### src/rtl/fetch_unit_pkg.sv
// rtl/fetch_unit_pkg.sv - shared fetch-stage widths, reset PC and FSM state encoding
package fetch_unit_pkg;

    localparam int              FETCH_PC_W     = 16;
    localparam int              FETCH_INSTR_W  = 32;
    localparam logic [15:0]     FETCH_RESET_PC = 16'h0000;
    localparam int              FETCH_DEPTH    = 2;

    // IDLE: nothing outstanding; BUSY: outstanding, word kept;
    // DISCARD: outstanding, word dropped because a redirect overtook it.
    typedef enum logic [1:0] {
        IDLE    = 2'b00,
        BUSY    = 2'b01,
        DISCARD = 2'b10
    } fetch_state_t;

endpackage

### src/rtl/fetch_queue.sv
// rtl/fetch_queue.sv - small shift FIFO of {pc, instr} with a registered head
module fetch_queue #(
    parameter int PC_W    = 16,
    parameter int INSTR_W = 32,
    parameter int DEPTH   = 2
) (
    input  logic                       clk,
    input  logic                       rst,
    input  logic                       push,
    input  logic [PC_W-1:0]            push_pc,
    input  logic [INSTR_W-1:0]         push_instr,
    input  logic                       pop,
    input  logic                       flush,
    output logic [$clog2(DEPTH+1)-1:0] count,
    output logic                       head_valid,
    output logic [PC_W-1:0]            head_pc,
    output logic [INSTR_W-1:0]         head_instr
);

    localparam int CW = $clog2(DEPTH + 1);

    logic [PC_W-1:0]    pc_mem    [DEPTH];
    logic [INSTR_W-1:0] instr_mem [DEPTH];
    logic               pop_ok;
    logic [CW-1:0]      wr_idx;

    // Entry 0 is always the head, so the head outputs come straight from flops.
    assign head_valid = (count != '0);
    assign pop_ok     = pop && head_valid;
    assign wr_idx     = count - CW'(pop_ok);
    assign head_pc    = pc_mem[0];
    assign head_instr = instr_mem[0];

    // Storage and occupancy: pop shifts toward the head, push lands after the survivors.
    always_ff @(posedge clk or posedge rst) begin
        if (rst) begin
            count <= '0;
            for (int i = 0; i < DEPTH; i++) begin
                pc_mem[i]    <= '0;
                instr_mem[i] <= '0;
            end
        end else if (flush) begin
            count <= '0;
        end else begin
            if (pop_ok) begin
                for (int i = 0; i < DEPTH - 1; i++) begin
                    pc_mem[i]    <= pc_mem[i+1];
                    instr_mem[i] <= instr_mem[i+1];
                end
            end
            if (push) begin
                for (int i = 0; i < DEPTH; i++) begin
                    if (wr_idx == CW'(i)) begin
                        pc_mem[i]    <= push_pc;
                        instr_mem[i] <= push_instr;
                    end
                end
            end
            count <= count + CW'(push) - CW'(pop_ok);
        end
    end

    // The fetch credit scheme must never let a push arrive at a full queue.
    always @(posedge clk) begin
        assert (rst || flush || !push || pop_ok || count != CW'(DEPTH));
    end

endmodule

### src/rtl/fetch_unit.sv
// rtl/fetch_unit.sv - instruction fetch: PC, memory req/ack FSM, credit, prefetch queue
module fetch_unit
    import fetch_unit_pkg::*;
#(
    parameter int              PC_W     = FETCH_PC_W,
    parameter int              INSTR_W  = FETCH_INSTR_W,
    parameter logic [PC_W-1:0] RESET_PC = PC_W'(FETCH_RESET_PC),
    parameter int              DEPTH    = FETCH_DEPTH
) (
    input  logic               clk,
    input  logic               rst_f,
    output logic               imem_req,
    output logic [PC_W-1:0]    imem_addr,
    input  logic               imem_ack,
    input  logic [INSTR_W-1:0] imem_rdata,
    output logic               instr_valid,
    output logic [INSTR_W-1:0] instr,
    output logic [PC_W-1:0]    instr_pc,
    input  logic               instr_ready,
    input  logic               redirect,
    input  logic [PC_W-1:0]    redirect_pc,
    input  logic               halt
);

    localparam int CW = $clog2(DEPTH + 1);

    fetch_state_t    state, state_n;
    logic [PC_W-1:0] fetch_pc, fetch_pc_n, addr_n;
    logic            req_n;
    logic            ack_ok, push, pop, credit, issue_ok;
    logic [CW-1:0]   count, count_next;

    // An ack only counts while a request is actually outstanding.
    assign ack_ok     = imem_ack && imem_req;
    // A redirect overrides everything queue-side: no push, no pop, flush.
    assign push       = ack_ok && (state == BUSY) && !redirect;
    assign pop        = instr_valid && instr_ready && !redirect;
    assign count_next = redirect ? '0 : (count + CW'(push) - CW'(pop));
    // A new request is only issued when nothing will remain outstanding after
    // this cycle, so the credit test reduces to room for one more word.
    assign credit     = (count_next < CW'(DEPTH));
    assign issue_ok   = !halt && !redirect && credit;

    // State, request and PC registers.
    always_ff @(posedge clk or posedge rst_f) begin
        if (rst_f) begin
            state     <= IDLE;
            imem_req  <= 1'b0;
            imem_addr <= RESET_PC;
            fetch_pc  <= RESET_PC;
        end else begin
            state     <= state_n;
            imem_req  <= req_n;
            imem_addr <= addr_n;
            fetch_pc  <= fetch_pc_n;
        end
    end

    // Next-state: issue, complete, or discard the outstanding request.
    always_comb begin
        state_n    = state;
        req_n      = imem_req;
        addr_n     = imem_addr;
        fetch_pc_n = fetch_pc;
        if (redirect) begin
            fetch_pc_n = redirect_pc;
        end
        case (state)
            IDLE: begin
                if (issue_ok) begin
                    state_n    = BUSY;
                    req_n      = 1'b1;
                    addr_n     = fetch_pc;
                    fetch_pc_n = fetch_pc + PC_W'(1);
                end
            end
            BUSY, DISCARD: begin
                if (ack_ok) begin
                    if (issue_ok) begin
                        state_n    = BUSY;
                        addr_n     = fetch_pc;
                        fetch_pc_n = fetch_pc + PC_W'(1);
                    end else begin
                        state_n = IDLE;
                        req_n   = 1'b0;
                    end
                end else if (redirect) begin
                    state_n = DISCARD;
                end
            end
            default: begin
                state_n = IDLE;
                req_n   = 1'b0;
            end
        endcase
    end

    fetch_queue #(
        .PC_W    (PC_W),
        .INSTR_W (INSTR_W),
        .DEPTH   (DEPTH)
    ) u_queue (
        .clk        (clk),
        .rst        (rst_f),
        .push       (push),
        .push_pc    (imem_addr),
        .push_instr (imem_rdata),
        .pop        (pop),
        .flush      (redirect),
        .count      (count),
        .head_valid (instr_valid),
        .head_pc    (instr_pc),
        .head_instr (instr)
    );

endmodule

### config.mk
export PLATFORM = sky130hd
export DESIGN_NAME = fetch_unit
export DESIGN_NICKNAME = d
export VERILOG_FILES = /design/src/rtl/fetch_unit_pkg.sv /design/src/rtl/fetch_queue.sv /design/src/rtl/fetch_unit.sv
export SDC_FILE = /design/constraint.sdc
export NUM_CORES = 1
export LEC_CHECK = 0
export ABC_AREA = 1
export BUFFER_PORTS_ARGS = -buffer_cell sky130_fd_sc_hd__buf_4
export CAP_MARGIN = 20
export CORE_MARGIN = 2
export CORE_UTILIZATION = 52
export CTS_CLUSTER_DIAMETER = 80
export CTS_CLUSTER_SIZE = 30
export DETAILED_ROUTE_END_ITERATION = 6
export PLACE_DENSITY = 0.82
export SLEW_MARGIN = 20
export SYNTH_ARGS = -nofsm -noshare
export SYNTH_HDL_FRONTEND = slang
export SYNTH_HIERARCHICAL = 1
export SYNTH_SLANG_ARGS = --single-unit
### constraint.sdc
create_clock -name clk -period 2.9 [get_ports clk]
set_input_delay 0.145 -clock clk [delete_from_list [all_inputs] [get_ports clk]]
set_output_delay 0.145 -clock clk [all_outputs]
set_load 0.1 [all_outputs]
==> results of run 1 <==
-- cell families (layout without fill, tap and decap cells) --
| family | count (synthesis) | after routing | share of synthesized area (%) |
|---|---|---|---|
| and+or+nand+nor | 639 | 639 | 35.3 |
| buffers and inverters | 296 | 385 | 17.5 |
| DFF | 133 | 133 | 42.4 |
| AOI/OAI and AO/OA | 34 | 34 | 2.74 |
| xor gates and xnor gates | 9 | 9 | 1.00 |
| adders and majority gates | 6 | 6 | 0.956 |
| muxes | 1 | 1 | 0.127 |
-- placed cells by master (no fill, tap or decap), drive strengths merged --
cell	netlist	layout
inv	187	187
clkbuf	24	24
clkinvlp	0	1
dfrtp	133	133
ha	6	6
nor2	26	26
clkinv	0	4
nand2	378	378
o21ai	34	34
xor2	9	9
dlygate4sd3	0	33
nand3	223	223
mux2i	1	1
bufinv	0	3
nand4	9	9
or2	3	3
buf	85	133
-- sequential cells by signal, indices dropped and copies added, names as in the netlist --
register,count
u_queue/count,2
u_queue/head_instr,32
fetch_pc,16
u_queue/head_pc,16
u_queue/pc_mem,16
u_queue/instr_mem,32
state,2
imem_addr,16
imem_req,1
-- what timing repair did --
item	CTS	global route
hold buffers	33	0
resized for setup	0	0
endpoints found under the hold margin	103	0
-- area by class of cell --
| class | instances | area share (%) |
|---|---|---|
| timing repair buffer | 166 | 14.3 |
| tap | 184 | 2.45 |
| clock inverter | 8 | 1.29 |
| inverter | 187 | 7.49 |
| sequential | 133 | 35.4 |
| clock buffer | 24 | 5.23 |
| multi-input combinational | 689 | 33.9 |
-- per-stage QoR --
stage	util, %	hold WS (ps)	worst slack (ps)	total power [mW]
finish	64.2	57.2	494	9.78
global route	64.2	78.9	203	10.2
CTS	64.2	47.4	483	9.80
detailed placement	57.8	308	519	7.51
global placement	57.8	300	591	7.45
floorplan	-	210	193	6.83
-- report_power, final --
part / internal [mW] / leakage (nW) / switching [mW]
Clock: 1.44 / 0.300 / 0.786
Sequential: 2.33 / 1.60 / 0.454
Combinational: 1.04 / 3.27 / 3.74
Total: 4.81 / 5.17 / 4.98
-- critical path, cell delays in order (launching register included) --
cell,delay [ps]
dfrtp_1,390
inv_2,50
nand2_2,50
nand2_1,80
nor2_4,130
buf_4,480
nand2_1,110
nand2_1,110
nand2_2,540
nand2_1,240
nand2_1,90
inv_1,50
-- layer usage --
layer,up-vias,wire [um]
met5,-,0
met4,0,357
met3,31,1260
met2,317,9240
met1,3243,8530
li1,3529,-
-- worst min path at each step --
stage                         start  depth (start not counted)  slack, ps                 end
floorplan                  redirect                          1        210    u_queue/count[0]
global placement              rst_f                          2        300  u_queue/head_pc[0]
detailed placement            rst_f                          2        310   u_queue/pc_mem[0]
CTS                 redirect_pc[12]                          5         50        fetch_pc[12]
global route        redirect_pc[12]                          5         80        fetch_pc[12]
finish               redirect_pc[2]                          5         60         fetch_pc[2]
==> reports/metrics.csv, run 1 <==
stage;metric;value;unit
run_status;status;finished clean;
floorplanning;die_area;16100;um2
routing;drt-wirelength-per-cell;13.9;um
logic_synthesis;syn-num-nets;1178;
cts;cts_root_buf;clkbuf_16;
finish;seqCellArea;3330;um2
setup_path;worstPathRequired;3260;ps
setup_path;ff2ff_setup_slack;490;ps
logic_synthesis;seq_area_frac_synth;42.4;%
cts;clkTransAtPathRegs;60;ps
setup_path;crit_path_end_kind;flop;
sta;rsz0062_at_grt;false;
logic_synthesis;syn-mean-instance-area;7.02;um2
logic_synthesis;ys_warn_count;6;
setup_path;timing.rr.end;u_queue/head_instr[31];
finish;instances_no_fill;1391;
setup_path;cp-endpoint;u_queue/head_instr[31];
placement;portBuffers;119;
sta;fin_skew;10.4;ps
finish;stdcell_area;9410;um2
global_routing;antenna_found_initial;0;
floorplanning;initial_core_util;53.6;%
global_routing;grt_use_met1;32.6;%
floorplanning;die_h;127;um
setup_path;worst_r2r_path_depth;11;
routing;drt.antenna.violating_nets;0;
global_routing;grt_max_degree;53;
logic_synthesis;synth_area_leaders;dfrtp_1 (42%), nand2_1 (18%), nand3_1 (14%);
logic_synthesis;syn_area;7850;um2
logic_synthesis;synth_ff_type;dfrtp_1;
placement;dp_hpwl;11900;um
sta;finalCritPeriodShare;83.0;%
finish;antenna_cells;0;
floorplanning;rows;44;
global_routing;use_met2;39.7;%
finish;drive_gt1_share;16.9;%
routing;wirelength;19400;um
global_routing;grt_use_total;24.4;%
logic_synthesis;yosysTopAreaCell;dfrtp_1;
cts;numCtsBuffers;17;
finish;multi_input_area;3190;um2
logic_synthesis;synth_common_cells;nand2_1 (371), nand3_1 (222), inv_1 (182), dfrtp_1 (133), buf_4 (52);
run;drv_cap;0;
power;vdd.ir_drop.worst;0.689;mV
routing;vias_per_cell;5.12;
worst_hold_path;min_path_type;input port to flop;
setup_path;critPathLaunch;u_queue/count[0];
routing;drc;0;
logic_synthesis;synth.most_common_cell;nand2_1;
placement;gp_congestion;0.937;
cts;clk_latency;420;ps
sta;period_needed;2410;ps
floorplanning;fp.dieW;127;um
finish;n_fill_cell;1248;
power;p_per_area;1040;nW/um2
logic_synthesis;async_flop_share;100;%
global_routing;grt_pass1_wl;31900;um
routing;drtIter0Drc;678;
logic_synthesis;synth_cell_types;24;
setup_path;r2r_start;u_queue/count[0];
floorplanning;core_area;14600;um2
finish;nets;1254;
global_routing;grt.overflow.total;0;
cts;cts_sinks;133;
floorplanning;pin_count;120;
sta;finalSetupViolations;0;
sta;fmax;416;MHz
sta;slew_headroom;36.1;%
cts;postCtsSetupRepairBufs;0;
sta;final-hold-violation-count;0;
sta;worstMarginPinSlew;955;ps
global_routing;grt_pass1_vias;6654;
logic_synthesis;synth_edf_count;0;
global_routing;grtUsageMet3;4.43;%
setup_path;crit_type;flop to flop;
cts;cts_tree;built;
finish;area_growth;19.8;%
routing;via_count;7120;
routing;first_pass_iters;5;
placement;placed_area;8460;um2
sta;finalSetupTns;0;ps
logic_synthesis;synth_top_area_share;42.4;%
setup_path;startpoint_type;flop;
power;p_leak;5.17;nW
global_routing;busiest_layer;met2;
cts;htreeDepth;4;
cts;cts.path.max_buffers;2;
logic_synthesis;synth_cells;1118;
sta;report.final.slew_viol_count;0;
logic_synthesis;ys_ff_latch;133;
setup_path;critPathMaxFanout;49;
setup_path;critPathArrivalTime;2770;ps
placement;placedCellCount;1326;
Power figures use the tool's default switching activity.
==> run 2: changes to the inputs <==
--- a/config.mk
+++ b/config.mk
@@ -5,15 +5,15 @@
 export SDC_FILE = /design/constraint.sdc
 export NUM_CORES = 1
 export LEC_CHECK = 0
-export ABC_AREA = 1
+export ABC_AREA = 0
 export BUFFER_PORTS_ARGS = -buffer_cell sky130_fd_sc_hd__buf_4
 export CAP_MARGIN = 20
 export CORE_MARGIN = 2
-export CORE_UTILIZATION = 52
+export CORE_UTILIZATION = 57
 export CTS_CLUSTER_DIAMETER = 80
 export CTS_CLUSTER_SIZE = 30
 export DETAILED_ROUTE_END_ITERATION = 6
-export PLACE_DENSITY = 0.82
+export PLACE_DENSITY = 0.86
 export SLEW_MARGIN = 20
 export SYNTH_ARGS = -nofsm -noshare
 export SYNTH_HDL_FRONTEND = slang
==> constraint.sdc (replaced) <==
create_clock -name clk -period 2.3 [get_ports clk]
set_input_delay 0.115 -clock clk [delete_from_list [all_inputs] [get_ports clk]]
set_output_delay 0.115 -clock clk [all_outputs]
set_load 0.1 [all_outputs]
==> run 2 against run 1 <==
The flow now finishes with violations (setup timing). Clock power increased by 13%. First-iteration DRC count decreased by 46%. Synthesized area decreased by 12%. Synthesized cell count decreased by 48%. Setup slack got worse by 540 ps. Global-route usage increased by 3.7 points. Hold slack improved by 3.5 ps. Sequential power increased by 33%. Largest power group unchanged. Largest cell class unchanged.
==> reports/metrics.csv, run 2 <==
stage;metric;value;unit;change
run_status;status;finished, violations left;;was finished clean
run_status;violations;setup timing;;
placement;dp_hpwl;10100;um;was 11900 um
cts;htreeDepth;4;;unchanged
floorplanning;die_h;114;um;was 127 um
setup_path;crit_type;flop to flop;;unchanged
placement;placedCellCount;788;;was 1326
sta;report.final.slew_viol_count;0;;unchanged
setup_path;ff2ff_setup_slack;-40;ps;was 490 ps
finish;layout_commonest_cell;buf_4;;was nand2_1
placement;dp_slack;-88.5;ps;was 519 ps
floorplanning;rows;40;;was 44
floorplanning;fp.dieW;114;um;was 127 um
sta;worst_slack;-42.0;ps;was 494 ps
logic_synthesis;synth_cell_types;44;;was 24
placement;gp_congestion;0.938;;was 0.937
sta;final-hold-violation-count;0;;unchanged
cts;cts_tree;built;;unchanged
cts;clk_latency;420;ps;about the same
logic_synthesis;synth_common_cells;dfrtp_1 (133), mux2i_1 (56), buf_4 (54), o2bb2ai_1 (52), and3_1 (51);;was nand2_1 (371), nand3_1 (222), inv_1 (182), dfrtp_1 (133), buf_4 (52)
global_routing;grt_use_total;28.1;%;was 24.4%
global_routing;grt_pass1_vias;5607;;was 6654
logic_synthesis;synth_top_area_share;48.2;%;was 42.4%
logic_synthesis;ys_warn_count;6;;unchanged
cts;clkTransAtPathRegs;50;ps;was 60 ps
logic_synthesis;synth_edf_count;0;;unchanged
sta;slew_headroom;47.3;%;was 36.1%
worst_hold_path;min_path_type;input port to flop;;unchanged
logic_synthesis;yosysTopAreaCell;dfrtp_1;;unchanged
global_routing;grt_pass1_wl;28400;um;was 31900 um
finish;drive_gt1_share;37.0;%;was 16.9%
logic_synthesis;ys_ff_latch;133;;unchanged
logic_synthesis;async_flop_share;100;%;unchanged
routing;wirelength;17700;um;was 19400 um
logic_synthesis;synth.most_common_cell;dfrtp_1;;was nand2_1
setup_path;critPathArrivalTime;2680;ps;was 2770 ps
sta;fin_skew;7.16;ps;was 10.4 ps
floorplanning;core_area;11900;um2;was 14600 um2
cts;numCtsBuffers;17;;unchanged
routing;first_pass_iters;5;;unchanged
routing;vias_per_cell;6.07;;was 5.12
finish;antenna_cells;0;;unchanged
routing;drt-wirelength-per-cell;20.5;um;was 13.9 um
global_routing;grt_max_degree;99;;was 53
routing;drt.antenna.violating_nets;0;;unchanged
setup_path;critPathMaxFanout;6;;was 49
run;drv_cap;0;;unchanged
routing;drc;0;;unchanged
setup_path;startpoint_type;flop;;unchanged
finish;area_growth;27.9;%;was 19.8%
finish;seqCellArea;3330;um2;about the same
logic_synthesis;syn-num-nets;643;;was 1178
cts;cts_sinks;133;;unchanged
cts;cts.path.max_buffers;2;;unchanged
global_routing;grt.overflow.total;0;;unchanged
finish;most-common-layout-cells;buf_4 (139), dfrtp_1 (132), mux2i_1 (56), o2bb2ai_1 (51), and3_1 (51);;was nand2_1 (367), nand3_1 (222), inv_1 (181), dfrtp_1 (133), buf_4 (132)
floorplanning;initial_core_util;58.0;%;was 53.6%
power;vdd.ir_drop.worst;0.937;mV;was 0.689 mV
sta;rsz0062_at_grt;true;;was false
finish;nets;765;;was 1254
sta;worstMarginPinSlew;791;ps;was 955 ps
floorplanning;die_area;13000;um2;was 16100 um2
finish;n_fill_cell;745;;was 1248
logic_synthesis;synth_cells;583;;was 1118
logic_synthesis;seq_area_frac_synth;48.2;%;was 42.4%
finish;instances_no_fill;865;;was 1391
logic_synthesis;synth_area_leaders;dfrtp_1 (48%), mux2i_1 (8.1%), mux2_2 (7.2%);;was dfrtp_1 (42%), nand2_1 (18%), nand3_1 (14%)
sta;fmax;427;MHz;was 416 MHz
setup_path;crit_path_end_kind;flop;;unchanged
cts;cts_root_buf;clkbuf_16;;unchanged
finish;multi_input_area;3180;um2;was 3190 um2
routing;drtIter0Drc;366;;was 678
power;p_leak;4.73;nW;was 5.17 nW
sta;period_needed;2340;ps;was 2410 ps
setup_path;worstPathRequired;2640;ps;was 3260 ps
floorplanning;pin_count;120;;unchanged
logic_synthesis;syn_area;6900;um2;was 7850 um2
global_routing;antenna_found_initial;0;;unchanged
sta;finalSetupViolations;9;;was 0
placement;portBuffers;119;;unchanged
logic_synthesis;synth_ff_type;dfrtp_1;;unchanged
routing;via_count;5248;;was 7120
power;p_per_area;1440;nW/um2;was 1040 nW/um2
sta;finalCritPeriodShare;102;%;was 83.0%
logic_synthesis;syn-mean-instance-area;11.8;um2;was 7.02 um2
-- run 2: cell types whose count changed after synthesis, moves of 9 or more --
cell	delta
inv_1	-174
o21ai_2	-12
nand3_1	-211
clkbuf_1	-10
nand2_1	-346
buf_2	-15
and3_1	+51
mux2_2	+44
mux2_4	+20
o2bb2ai_1	+52
mux2i_1	+55
nor3_1	+9
-- run 2: final timing paths --
check                                        from                endpoint  depth (start not counted)
setup reg to reg                 u_queue/count[0]             fetch_pc[6]                         11
hold reg to reg            u_queue/head_instr[30]  u_queue/head_instr[30]                          1
max in group asynchronous                   rst_f       u_queue/pc_mem[3]                          4
hold / removal                     redirect_pc[3]             fetch_pc[3]                          3
setup / recovery                 u_queue/count[0]             fetch_pc[6]                         11
min in group asynchronous                   rst_f      u_queue/pc_mem[11]                          4
-- run 2: worst max-delay path, cell delays in order (launching register included) --
cell and delay (ps):
dfrtp_1 390, or2_4 250, nand2_4 70, nor2_4 40, ha_4 220, nand4b_1 240, xnor2_2 200, buf_4 160
nor3_4 120, buf_6 160, mux2_4 310, o22ai_2 120
-- run 2: what timing repair did --
item,in CTS,in global routing
pin swaps,3,7
setup endpoints to repair,30,81
gates resized for setup,7,31
cloned,1,1
endpoints found under the hold margin,180,0
hold buffers,40,0
buffers inserted,2,1
-- run 2: routing by layer --
metal	global-route usage, %	vias up	part of all wire (%)
met4	11.7	0	2.4
met3	6.62	41	5.8
li1	-	2320	-
met1	34.8	2655	40
met2	47.5	232	52
met5	0	-	0
-- run 2: logic make-up (layout without fill, tap and decap cells) --
logic type | count (synthesis) | count (layout) | synth area share, %
DFF | 133 | 133 | 48.2
and+or+nand+nor | 131 | 133 | 10.7
muxes | 123 | 123 | 20.1
buffers and inverters | 93 | 226 | 8.84
AOI/OAI and AO/OA | 86 | 86 | 9.59
xor gates and xnor gates | 11 | 11 | 1.40
adders and majority gates | 6 | 6 | 1.09
-- run 2: layout make-up --
class                           instances  area share (%)
Inverter                                8           0.383
Multi-Input combinational cell        359            36.0
Clock buffer                           28            5.74
Clock inverter                          4           0.510
Sequential cell                       133            37.7
Timing Repair Buffer                  186            17.5
Tap cell                              147            2.08
-- run 2: report_power, final --
group          switching [mW]  internal [mW]
registers               0.700           3.01
clock network           0.937           1.60
logic                    4.80           1.65
-- run 2: through the flow --
stage          area (um2)  setup TNS (ps)  utilization (%)  hold WS (ps)  power (mW)
3_5_place_dp         7680            -493             64.5           285        9.78
6_report             8830            -216             74.1          60.7        12.7
4_1_cts              8700           -17.5             73.0          23.1        12.4
3_3_place_gp         7680               0             64.5           276        9.64
2_1_floorplan        6980           -8060                -           244        8.91
5_1_grt              8830           -2620             74.1          65.4        13.1
==> run 3: changes to the inputs <==
==> constraint.sdc (replaced) <==
create_clock -name clk -period 2.3 [get_ports clk]
set_input_delay 0.345 -clock clk [delete_from_list [all_inputs] [get_ports clk]]
set_output_delay 0.345 -clock clk [all_outputs]
set_load 0.1 [all_outputs]
==> run 3 against run 2 <==
The run now ends clean. Critical path depth is 3 lower. Sequential share of layout area is 2.0 points higher. Via count is 6.1% lower. First-iteration DRC count is 3.6% lower. Clock-buffer cell count is 5 lower.
==> reports/metrics.csv, run 3 (synthesis gave the netlist of run 2 again) <==
stage;metric;value;unit;change
run_status;status;finished clean;;was finished, violations left
global_routing;grt_max_degree;99;;unchanged
setup_path;r2r_start;u_queue/count[0];;unchanged
cts;cts_tree;built;;unchanged
placement;dp_slack;-107;ps;was -88.5 ps
sta;fin_skew;17.7;ps;was 7.16 ps
routing;drtIter0Drc;353;;was 366
cts;cts_root_buf;clkbuf_16;;unchanged
placement;gp_congestion;0.953;;was 0.938
power;swShare;50.1;%;was 50.7%
placement;portBuffers;119;;unchanged
placement;placed_area;7680;um2;unchanged
sta;finalCritPeriodShare;99.8;%;was 102%
run;drv_cap;0;;unchanged
finish;antenna_cells;0;;unchanged
sta;finalSetupViolations;0;;was 9
setup_path;crit_path_end_kind;flop;;unchanged
sta;worstMarginPinSlew;552;ps;was 791 ps
floorplanning;rows;40;;unchanged
floorplanning;die_area;13000;um2;unchanged
finish;n_fill_cell;791;;was 745
setup_path;crit_type;flop to flop;;unchanged
cts;numCtsBuffers;17;;unchanged
setup_path;worstPathRequired;2600;ps;was 2640 ps
sta;worst_slack;5.08;ps;was -42.0 ps
sta;report.final.slew_viol_count;0;;unchanged
placement;dp_hpwl;9900;um;was 10100 um
sta;rsz0062_at_grt;true;;unchanged
worst_hold_path;min_path_type;input port to asynchronous set/reset pin;;was input port to flop
sta;final-hold-violation-count;0;;unchanged
sta;fmax;436;MHz;was 427 MHz
setup_path;critPathArrivalTime;2590;ps;was 2680 ps
cts;clk_latency;410;ps;was 420 ps
power;power_frac_seq;29.2;%;about the same
routing;wirelength;15900;um;was 17700 um
routing;first_pass_iters;5;;unchanged
power;p_sw;6.33;mW;was 6.44 mW
global_routing;grt_pass1_vias;5085;;was 5607
routing;via_count;4929;;was 5248
global_routing;antenna_found_initial;0;;unchanged
setup_path;critPathLaunch;u_queue/count[0];;unchanged
cts;clkTransAtPathRegs;60;ps;was 50 ps
finish;area_growth;21.4;%;was 27.9%
routing;drt-wirelength-per-cell;19.5;um;was 20.5 um
sta;period_needed;2290;ps;was 2340 ps
finish;layout_commonest_cell;dfrtp_1;;was buf_4
sta;slew_headroom;62.9;%;was 47.3%
setup_path;critPathMaxFanout;10;;was 6
cts;cts_sinks;133;;unchanged
routing;vias_per_cell;6.03;;was 6.07
power;p_int;6.30;mW;was 6.25 mW
cts;cts_hold_buf;0;;was 40
global_routing;grt.overflow.total;0;;unchanged
power;total_power;12.6;mW;was 12.7 mW
floorplanning;initial_core_util;58.0;%;unchanged
cts;htreeDepth;4;;unchanged
floorplanning;fp.dieW;114;um;unchanged
power;clockPowerShare;21.8;%;was 20.0%
finish;drive_gt1_share;38.2;%;was 37.0%
finish;stdcell_area;8380;um2;was 8830 um2
floorplanning;die_h;114;um;unchanged
floorplanning;pin_count;120;;unchanged
finish;nets;717;;was 765
finish;most-common-layout-cells;dfrtp_1 (132), buf_4 (129), mux2i_1 (56), o2bb2ai_1 (51), and3_1 (51);;was buf_4 (139), dfrtp_1 (132), mux2i_1 (56), o2bb2ai_1 (51), and3_1 (51)
global_routing;grt_use_total;25.7;%;was 28.1%
global_routing;grt_pass1_wl;26000;um;was 28400 um
setup_path;startpoint_type;flop;;unchanged
power;vdd.ir_drop.worst;0.969;mV;was 0.937 mV
floorplanning;core_area;11900;um2;unchanged
routing;drc;0;;unchanged
power;p_comb_share;49.0;%;was 50.8%
cts;cts.path.max_buffers;2;;unchanged
routing;drt.antenna.violating_nets;0;;unchanged
sta;holdWs;59.9;ps;was 60.7 ps
power;p_leak;4.51;nW;was 4.73 nW
power;p_per_area;1510;nW/um2;was 1440 nW/um2
[run 3: changes by cell type in the layout (fill, tap and decap cells not counted), sizes merged]
cell         delta
clkinvlp        +2
clkinv          +1
buf             -8
bufinv          +2
dlygate4sd3    -40
clkbuf          -4
nand3b          -1
[run 3: per-stage QoR]
step | cells | setup TNS, ps | util [%]
after floorplan | 583 | -8060 | -
after detailed placement | 783 | -1350 | 64.5
after CTS | 817 | -6.20 | 69.9
after global routing | 817 | -2350 | 70.4
after global placement | 783 | -753 | 64.5
final | 817 | 0 | 70.4
[run 3: worst paths after layout]
kind,endpoint,slack (ps),cells after the start
setup / recovery,imem_addr[5],5,8
hold / removal,imem_addr[11],60,3
setup reg to reg,imem_addr[5],5,8
hold reg to reg,u_queue/head_instr[21],490,1
max in group asynchronous,u_queue/head_instr[31],1810,3
min in group clk,fetch_pc[7],140,3
[run 3: critical path, stage by stage (launching register included)]
cell and delay, ps:
dfrtp_1 380, or2_4 270, nand2_4 60, nor2_4 40, ha_4 200, nand4b_1 210
xnor2_2 350, nand3b_4 310, mux2_2 360
[run 3: layer usage]
| layer | wire length [um] | vias up | share of wire (%) | track usage [%] |
|---|---|---|---|---|
| li1 | - | 2238 | - | - |
| met1 | 6420 | 2457 | 40 | 31.9 |
| met2 | 8190 | 199 | 51 | 43.3 |
| met3 | 929 | 35 | 5.8 | 6.03 |
| met4 | 376 | 0 | 2.4 | 10.9 |
| met5 | 0 | - | 0 | 0 |
[run 3: power groups by stage]
stage	combinational (mW)	sequential (mW)	clock, mW
finish	6.19	3.69	2.75
global route	6.38	3.77	2.90
CTS	6.13	3.67	2.80
detailed placement	6.07	3.68	0
global placement	5.98	3.65	0
floorplan	4.48	4.43	0
[run 3: final cells by class]
class	count	area, um2	share of cell area (%)
Sequential cell	133	3330	39.7
Multi-Input combinational cell	358	3100	36.9
Timing Repair Buffer	139	1140	13.6
Clock buffer	23	478	5.70
Tap cell	147	184	2.19
Clock inverter	9	125	1.49
Inverter	8	33.8	0.403
[run 3: timing repair]
action,4_1_cts,5_1_grt
endpoints found under the setup margin,32,52
pin swaps,5,8
gates cloned,1,0
resized for setup,5,12
buffers inserted,1,0
